$ cat config.mk
export PLATFORM = sky130hd
export DESIGN_NAME = wb_arbiter
export DESIGN_NICKNAME = d
export VERILOG_FILES = /design/src/rtl/wb_arb_pkg.sv /design/src/rtl/rr_pick.sv /design/src/rtl/wb_arbiter.sv
export SDC_FILE = /design/constraint.sdc
export NUM_CORES = 1
export LEC_CHECK = 0
export BUFFER_PORTS_ARGS = -buffer_cell sky130_fd_sc_hd__clkbuf_2
export CORE_AREA = 5 5 67 69
export DETAILED_ROUTE_END_ITERATION = 10
export DIE_AREA = 0 0 72 74
export PLACE_DENSITY = 0.86
export SLEW_MARGIN = 10
export SYNTH_ARGS = -nofsm -noshare
export SYNTH_HDL_FRONTEND = slang
export SYNTH_SLANG_ARGS = --single-unit
$ cat constraint.sdc
create_clock -name clk -period 5.9 [get_ports clk]
set_input_delay 0.59 -clock clk [delete_from_list [all_inputs] [get_ports clk]]
set_output_delay 0.59 -clock clk [all_outputs]
set_load 0.03 [all_outputs]
$ cat src/rtl/wb_arb_pkg.sv
// Shared types and helpers for the Wishbone round-robin arbiter.
package wb_arb_pkg;

    typedef enum logic {StIdle, StGrant} arb_state_e;

    localparam int unsigned MaxMasters = 8;

    // First set bit of req searching upward from last+1, wrapping modulo n.
    function automatic logic [2:0] rr_next_idx(input logic [MaxMasters-1:0] req,
                                               input logic [2:0] last,
                                               input int unsigned n);
        logic [2:0]  idx;
        logic        found;
        int unsigned cand;
        idx   = '0;
        found = 1'b0;
        for (int unsigned k = 1; k <= MaxMasters; k++) begin
            cand = (32'(last) + k) % n;
            if (k <= n && !found && req[cand[2:0]]) begin
                idx   = cand[2:0];
                found = 1'b1;
            end
        end
        return idx;
    endfunction

endpackage

$ cat src/rtl/rr_pick.sv
// Combinational round-robin priority encoder: the request after last_i wins.
module rr_pick #(
    parameter int unsigned NUM_REQ = 2,
    localparam int unsigned IDX_W  = $clog2(NUM_REQ)
) (
    input  logic [NUM_REQ-1:0] req_i,
    input  logic [IDX_W-1:0]   last_i,
    output logic [NUM_REQ-1:0] onehot_o,
    output logic [IDX_W-1:0]   idx_o
);
    import wb_arb_pkg::*;

    logic [MaxMasters-1:0] req_ext;
    logic [2:0]            pick;

    always_comb begin
        req_ext                = '0;
        req_ext[NUM_REQ-1:0]   = req_i;
        pick                   = rr_next_idx(req_ext, 3'(last_i), NUM_REQ);
        idx_o                  = IDX_W'(pick);
        onehot_o               = '0;
        if (|req_i) onehot_o[idx_o] = 1'b1;
    end

endmodule

$ cat src/rtl/wb_arbiter.sv
// Round-robin arbiter sharing one pipelined Wishbone B4 slave between several masters,
// with outstanding-request tracking and an ack timeout.
module wb_arbiter #(
    parameter int unsigned NUM_MASTERS     = 2,
    parameter int unsigned ADDR_WIDTH      = 16,
    parameter int unsigned DATA_WIDTH      = 16,
    parameter int unsigned MAX_OUTSTANDING = 4,
    parameter int unsigned TIMEOUT         = 1023
) (
    input  logic                              clk,
    input  logic                              rst_n,
    input  logic [NUM_MASTERS-1:0]            m_cyc_i,
    input  logic [NUM_MASTERS-1:0]            m_stb_i,
    input  logic [NUM_MASTERS-1:0]            m_we_i,
    input  logic [NUM_MASTERS*ADDR_WIDTH-1:0] m_adr_i,
    input  logic [NUM_MASTERS*DATA_WIDTH-1:0] m_dat_i,
    output logic [DATA_WIDTH-1:0]             m_dat_o,
    output logic [NUM_MASTERS-1:0]            m_ack_o,
    output logic [NUM_MASTERS-1:0]            m_err_o,
    output logic [NUM_MASTERS-1:0]            m_stall_o,
    output logic                              s_cyc_o,
    output logic                              s_stb_o,
    output logic                              s_we_o,
    output logic [ADDR_WIDTH-1:0]             s_adr_o,
    output logic [DATA_WIDTH-1:0]             s_dat_o,
    input  logic [DATA_WIDTH-1:0]             s_dat_i,
    input  logic                              s_ack_i,
    input  logic                              s_stall_i,
    output logic [NUM_MASTERS-1:0]            gnt_o,
    output logic                              busy_o
);
    import wb_arb_pkg::*;

    localparam int unsigned IW         = $clog2(NUM_MASTERS);
    localparam int unsigned OW         = $clog2(MAX_OUTSTANDING + 1);
    localparam int unsigned TW         = (TIMEOUT > 0) ? $clog2(TIMEOUT + 1) : 1;
    localparam bit          TimeoutEn  = (TIMEOUT != 0);

    arb_state_e             state_q, state_d;
    logic [IW-1:0]          gnt_idx_q, gnt_idx_d;
    logic [NUM_MASTERS-1:0] gnt_oh_q, gnt_oh_d;
    logic [IW-1:0]          last_q, last_d;
    logic [OW-1:0]          outst_q, outst_d;
    logic [TW-1:0]          timer_q, timer_d;

    logic [NUM_MASTERS-1:0] pick_oh;
    logic [IW-1:0]          pick_idx;

    logic [ADDR_WIDTH-1:0]  adr_arr [NUM_MASTERS];
    logic [DATA_WIDTH-1:0]  dat_arr [NUM_MASTERS];

    logic full, timeout, ack_fwd, accept, cur_cyc;

    for (genvar i = 0; i < NUM_MASTERS; i++) begin : g_unpack
        assign adr_arr[i] = m_adr_i[i*ADDR_WIDTH +: ADDR_WIDTH];
        assign dat_arr[i] = m_dat_i[i*DATA_WIDTH +: DATA_WIDTH];
    end

    rr_pick #(
        .NUM_REQ (NUM_MASTERS)
    ) u_rr_pick (
        .req_i    (m_cyc_i),
        .last_i   (last_q),
        .onehot_o (pick_oh),
        .idx_o    (pick_idx)
    );

    assign m_dat_o = s_dat_i;

    always_comb begin
        state_d   = state_q;
        gnt_idx_d = gnt_idx_q;
        gnt_oh_d  = gnt_oh_q;
        last_d    = last_q;
        outst_d   = outst_q;
        timer_d   = timer_q;

        m_ack_o   = '0;
        m_err_o   = '0;
        m_stall_o = '1;
        s_cyc_o   = 1'b0;
        s_stb_o   = 1'b0;
        s_we_o    = m_we_i[gnt_idx_q];
        s_adr_o   = adr_arr[gnt_idx_q];
        s_dat_o   = dat_arr[gnt_idx_q];
        gnt_o     = '0;
        busy_o    = 1'b0;

        full      = (outst_q == OW'(MAX_OUTSTANDING));
        timeout   = TimeoutEn && (timer_q == TW'(TIMEOUT));
        cur_cyc   = m_cyc_i[gnt_idx_q];
        ack_fwd   = 1'b0;
        accept    = 1'b0;

        unique case (state_q)
            StIdle: begin
                outst_d = '0;
                timer_d = '0;
                if (|m_cyc_i) begin
                    gnt_idx_d = pick_idx;
                    gnt_oh_d  = pick_oh;
                    state_d   = StGrant;
                end
            end
            StGrant: begin
                busy_o                = 1'b1;
                gnt_o                 = gnt_oh_q;
                // A timing-out cycle also withdraws the strobe so nothing new is issued.
                s_cyc_o               = cur_cyc & ~timeout;
                s_stb_o               = m_stb_i[gnt_idx_q] & ~full & ~timeout;
                m_stall_o[gnt_idx_q]  = s_stall_i | full;
                ack_fwd               = s_ack_i & (outst_q != '0);
                m_ack_o[gnt_idx_q]    = ack_fwd;
                accept                = s_stb_o & ~s_stall_i;

                unique case ({accept, ack_fwd})
                    2'b10:   outst_d = outst_q + 1'b1;
                    2'b01:   outst_d = outst_q - 1'b1;
                    default: outst_d = outst_q;
                endcase

                if (TimeoutEn && outst_q != '0 && !ack_fwd) timer_d = timer_q + 1'b1;
                else                                         timer_d = '0;

                if (timeout || !cur_cyc) begin
                    m_err_o[gnt_idx_q] = timeout;
                    outst_d            = '0;
                    timer_d            = '0;
                    last_d             = gnt_idx_q;
                    state_d            = StIdle;
                end
            end
            default: state_d = StIdle;
        endcase
    end

    always_ff @(posedge clk) begin
        if (!rst_n) begin
            state_q   <= StIdle;
            gnt_idx_q <= '0;
            gnt_oh_q  <= '0;
            last_q    <= IW'(NUM_MASTERS - 1);
            outst_q   <= '0;
            timer_q   <= '0;
        end else begin
            state_q   <= state_d;
            gnt_idx_q <= gnt_idx_d;
            gnt_oh_q  <= gnt_oh_d;
            last_q    <= last_d;
            outst_q   <= outst_d;
            timer_q   <= timer_d;
        end
    end

endmodule

==> results.py <==
metrics = {
    "detailed_routing": {
        "via_per_inst": 4.72,
        "drc_errors": 0,
        "wl_per_cell_um": 14.2,
        "drt_wl_total_um": 4360,
        "final_antenna_net_count": 0,
        "first_pass_iters": 4,
        "drt-initial-drc-count": 23,
        "dr_total_vias": 1450,
    },
    "min_path": {
        "whs_endpoint": "timer_q[0]$_SDFF_PP0_",
        "min_from": "timer_q[0]$_SDFF_PP0_",
        "hold_class": "reg -> reg",
        "min_path_cells": 1,
    },
    "timing": {
        "fin_worst_skew_ns": 0.00294,
        "setup_violations": 0,
        "period_minus_slack_ns": 2.89,
        "tightest_slew_ns": 0.896,
        "relSlewSlack_pct": 40.2,
        "setup_tns_ns": 0,
        "fin_crit_sh_pct": 49.0,
        "max_freq_ghz": 0.346,
        "hold_violations": 0,
        "rsz0062_at_grt": "false",
        "final_max_slew_viol_count": 0,
    },
    "setup_path": {
        "r2r_slack_ns": 3.11,
        "ff2ff_path_depth": 10,
        "r2r_start": "gnt_idx_q$_SDFFE_PN0P_",
        "cp-startpoint": "gnt_idx_q$_SDFFE_PN0P_",
        "end_kind": "output port",
        "critPathRequiredTime_ns": 5.31,
        "start_kind": "register",
        "arrival_ns": 2.30,
        "crit_type": "reg -> out",
        "path_max_fanout": 24,
        "r2r_end": "outst_q[2]$_SDFFE_PN0P_",
    },
    "clocking": {
        "clk_latency_ns": 0.26,
        "root_buffer": "clkbuf_8",
        "cts_setup_buffers": 0,
        "postCtsHoldBufs": 0,
        "clk_pin_slew_ns": 0.07,
        "cts_sinks": 17,
        "ctsResizeCount": 0,
        "cts_tree": "done",
        "clockBufferDepth": 2,
        "ctsHtreeMaxLevel": 1,
        "cts_buffers": 3,
    },
    "final_layout": {
        "num-fill-cells": 364,
        "diodes": 0,
        "final_util_pct": 50.0,
        "final_area_um2": 1930,
        "drive_gt1_share_pct": 62.3,
        "nets": 351,
        "syn_to_final_growth_pct": 40.7,
    },
    "global_routing": {
        "grt_pass1_wl_um": 6400,
        "grt_pass1_vias": 1371,
        "overflow": 0,
        "antenna_found_initial": 0,
        "grt_max_degree": 25,
        "globalRouteTotalUtil_pct": 15.2,
    },
    "pwr": {
        "power.density_nw_per_um2": 181,
        "ir_worst_vdd_mv": 0.152,
        "cellLeakagePower_nw": 0.947,
    },
    "die": {
        "dieArea_um2": 5330,
        "die_w_um": 72,
        "io_pins": 150,
        "fp.dieH_um": 74,
        "num_rows": 23,
        "start_util_pct": 35.6,
        "core_region_area_um2": 3860,
    },
    "synthesis": {
        "synth.distinct_cells": 31,
        "syn_nets": 250,
        "syn-cell-area_um2": 1370,
        "ys_seq_elements": 17,
        "syn_avg_cell_area_um2": 8.73,
        "synth_warnings": 0,
        "syn_inst": 157,
        "ys_seq_area_share_pct": 24.8,
    },
    "placement": {
        "io_buffer_count": 117,
        "place.gp.congestion": 0.813,
        "dpl-instance-area_um2": 1880,
        "dp_hpwl_um": 3800,
    },
    "run_status": {
        "status": "complete, no violations",
    },
    "run": {
        "drv_cap": 0,
    },
}
[report_power, final]
part | internal, mW | total, mW | switching, mW
Sequential | 0.117 | 0.123 | 0.00626
Clock | 0.0477 | 0.0907 | 0.0430
Combinational | 0.0573 | 0.135 | 0.0772
Total | 0.222 | 0.349 | 0.126
[critical path: stages, from the launching register on]
cell and delay, ns:
dfxtp_1 0.91, buf_4 0.37, mux2i_1 0.28, nor2_1 0.08, and3_1 0.20, clkbuf_2 0.18
[layout by cell type (no fill, tap or decap), types with 2 or more instances in the layout]
cell type	n
xor2_1	3
ha_1	2
inv_1	5
nand2b_1	4
nor3_1	5
nand3_1	3
nand4_1	2
dfxtp_1	17
nor2_1	22
mux2_2	34
xnor2_1	7
nand2_1	8
clkbuf_2	117
mux2i_1	2
a21oi_1	7
clkbuf_8	3
[layer usage]
layer	vias up	wire, µm	part of all wire [%]	GRT usage, %
li1	717	-	-	-
met1	641	1490	34	17.5
met2	83	2190	50	24.9
met3	9	625	14	7.84
met4	0	56	1.3	4.18
met5	-	0	0	0
[flip-flops by register name, summed over array words and instances (netlist names)]
name,count
timer_q,10
outst_q,3
gnt_idx_q,1
gnt_oh_q,1
last_q,1
state_q,1
[worst max path at each step]
stage | to | cells past startpoint
floorplan | m_err_o[1] | 4
global placement | outst_q[2]$_SDFFE_PN0P_ | 10
detailed placement | outst_q[2]$_SDFFE_PN0P_ | 10
CTS | s_stb_o | 5
global route | s_stb_o | 5
finish | s_stb_o | 5
[cells by family (layout without fill, tap and decap cells)]
group | after synthesis | count (layout) | share of synthesized area, %
flops | 17 | 17 | 24.8
buf+inv | 27 | 127 | 12.0
simple gates | 53 | 53 | 19.0
compound gates | 11 | 11 | 5.11
mux | 36 | 36 | 29.4
xor+xnor | 10 | 10 | 6.39
fa+ha+maj | 3 | 3 | 3.28
[metrics by stage]
step | hold slack, ns | setup slack (ns) | cells | power, mW
2_1_floorplan | 0.430 | 3.79 | 157 | 0.232
3_3_place_gp | 0.449 | 3.24 | 303 | 0.259
3_5_place_dp | 0.459 | 3.11 | 303 | 0.261
4_1_cts | 0.476 | 2.98 | 307 | 0.353
5_1_grt | 0.509 | 2.84 | 307 | 0.368
6_report | 0.477 | 3.01 | 307 | 0.349
[Yosys cell counts]
library cell  number  area [µm²]
mux2_2            34         383
nor2_1            22        82.6
dfxtp_1           17         340
buf_4             16         120
nand2_1            8        30.0
a21oi_1            7        35.0
xnor2_1            7        61.3
inv_1              5        18.8
nor3_1             5        25.0
nand2b_1           4        25.0
buf_2              3        15.0
clkbuf_1           3        11.3
nand3_1            3        15.0
xor2_1             3        26.3
ha_1               2        25.0
mux2i_1            2        20.0
nand4_1            2        12.5
a211o_1            1        8.76
a21bo_1            1        10.0
and2_1             1        6.26
and3_1             1        6.26
and3_2             1        7.51
fa_1               1        20.0
nand3_2            1        10.0
nand3b_1           1        7.51
o21ai_0            1        5.00
o311a_2            1        11.3
or2b_1             1        7.51
or3_1              1        6.26
or3_4              1        11.3
or4_1              1        7.51
[cell type report]
class,count,area [µm²],area share (%)
multi-input combinational,113,866,44.9
timing repair buffer,118,593,30.7
sequential,17,340,17.6
tap,50,62.6,3.24
clock buffer,3,41.3,2.14
inverter,5,18.8,0.973
clock inverter,1,7.51,0.389
(Power assumes the default switching activity.)
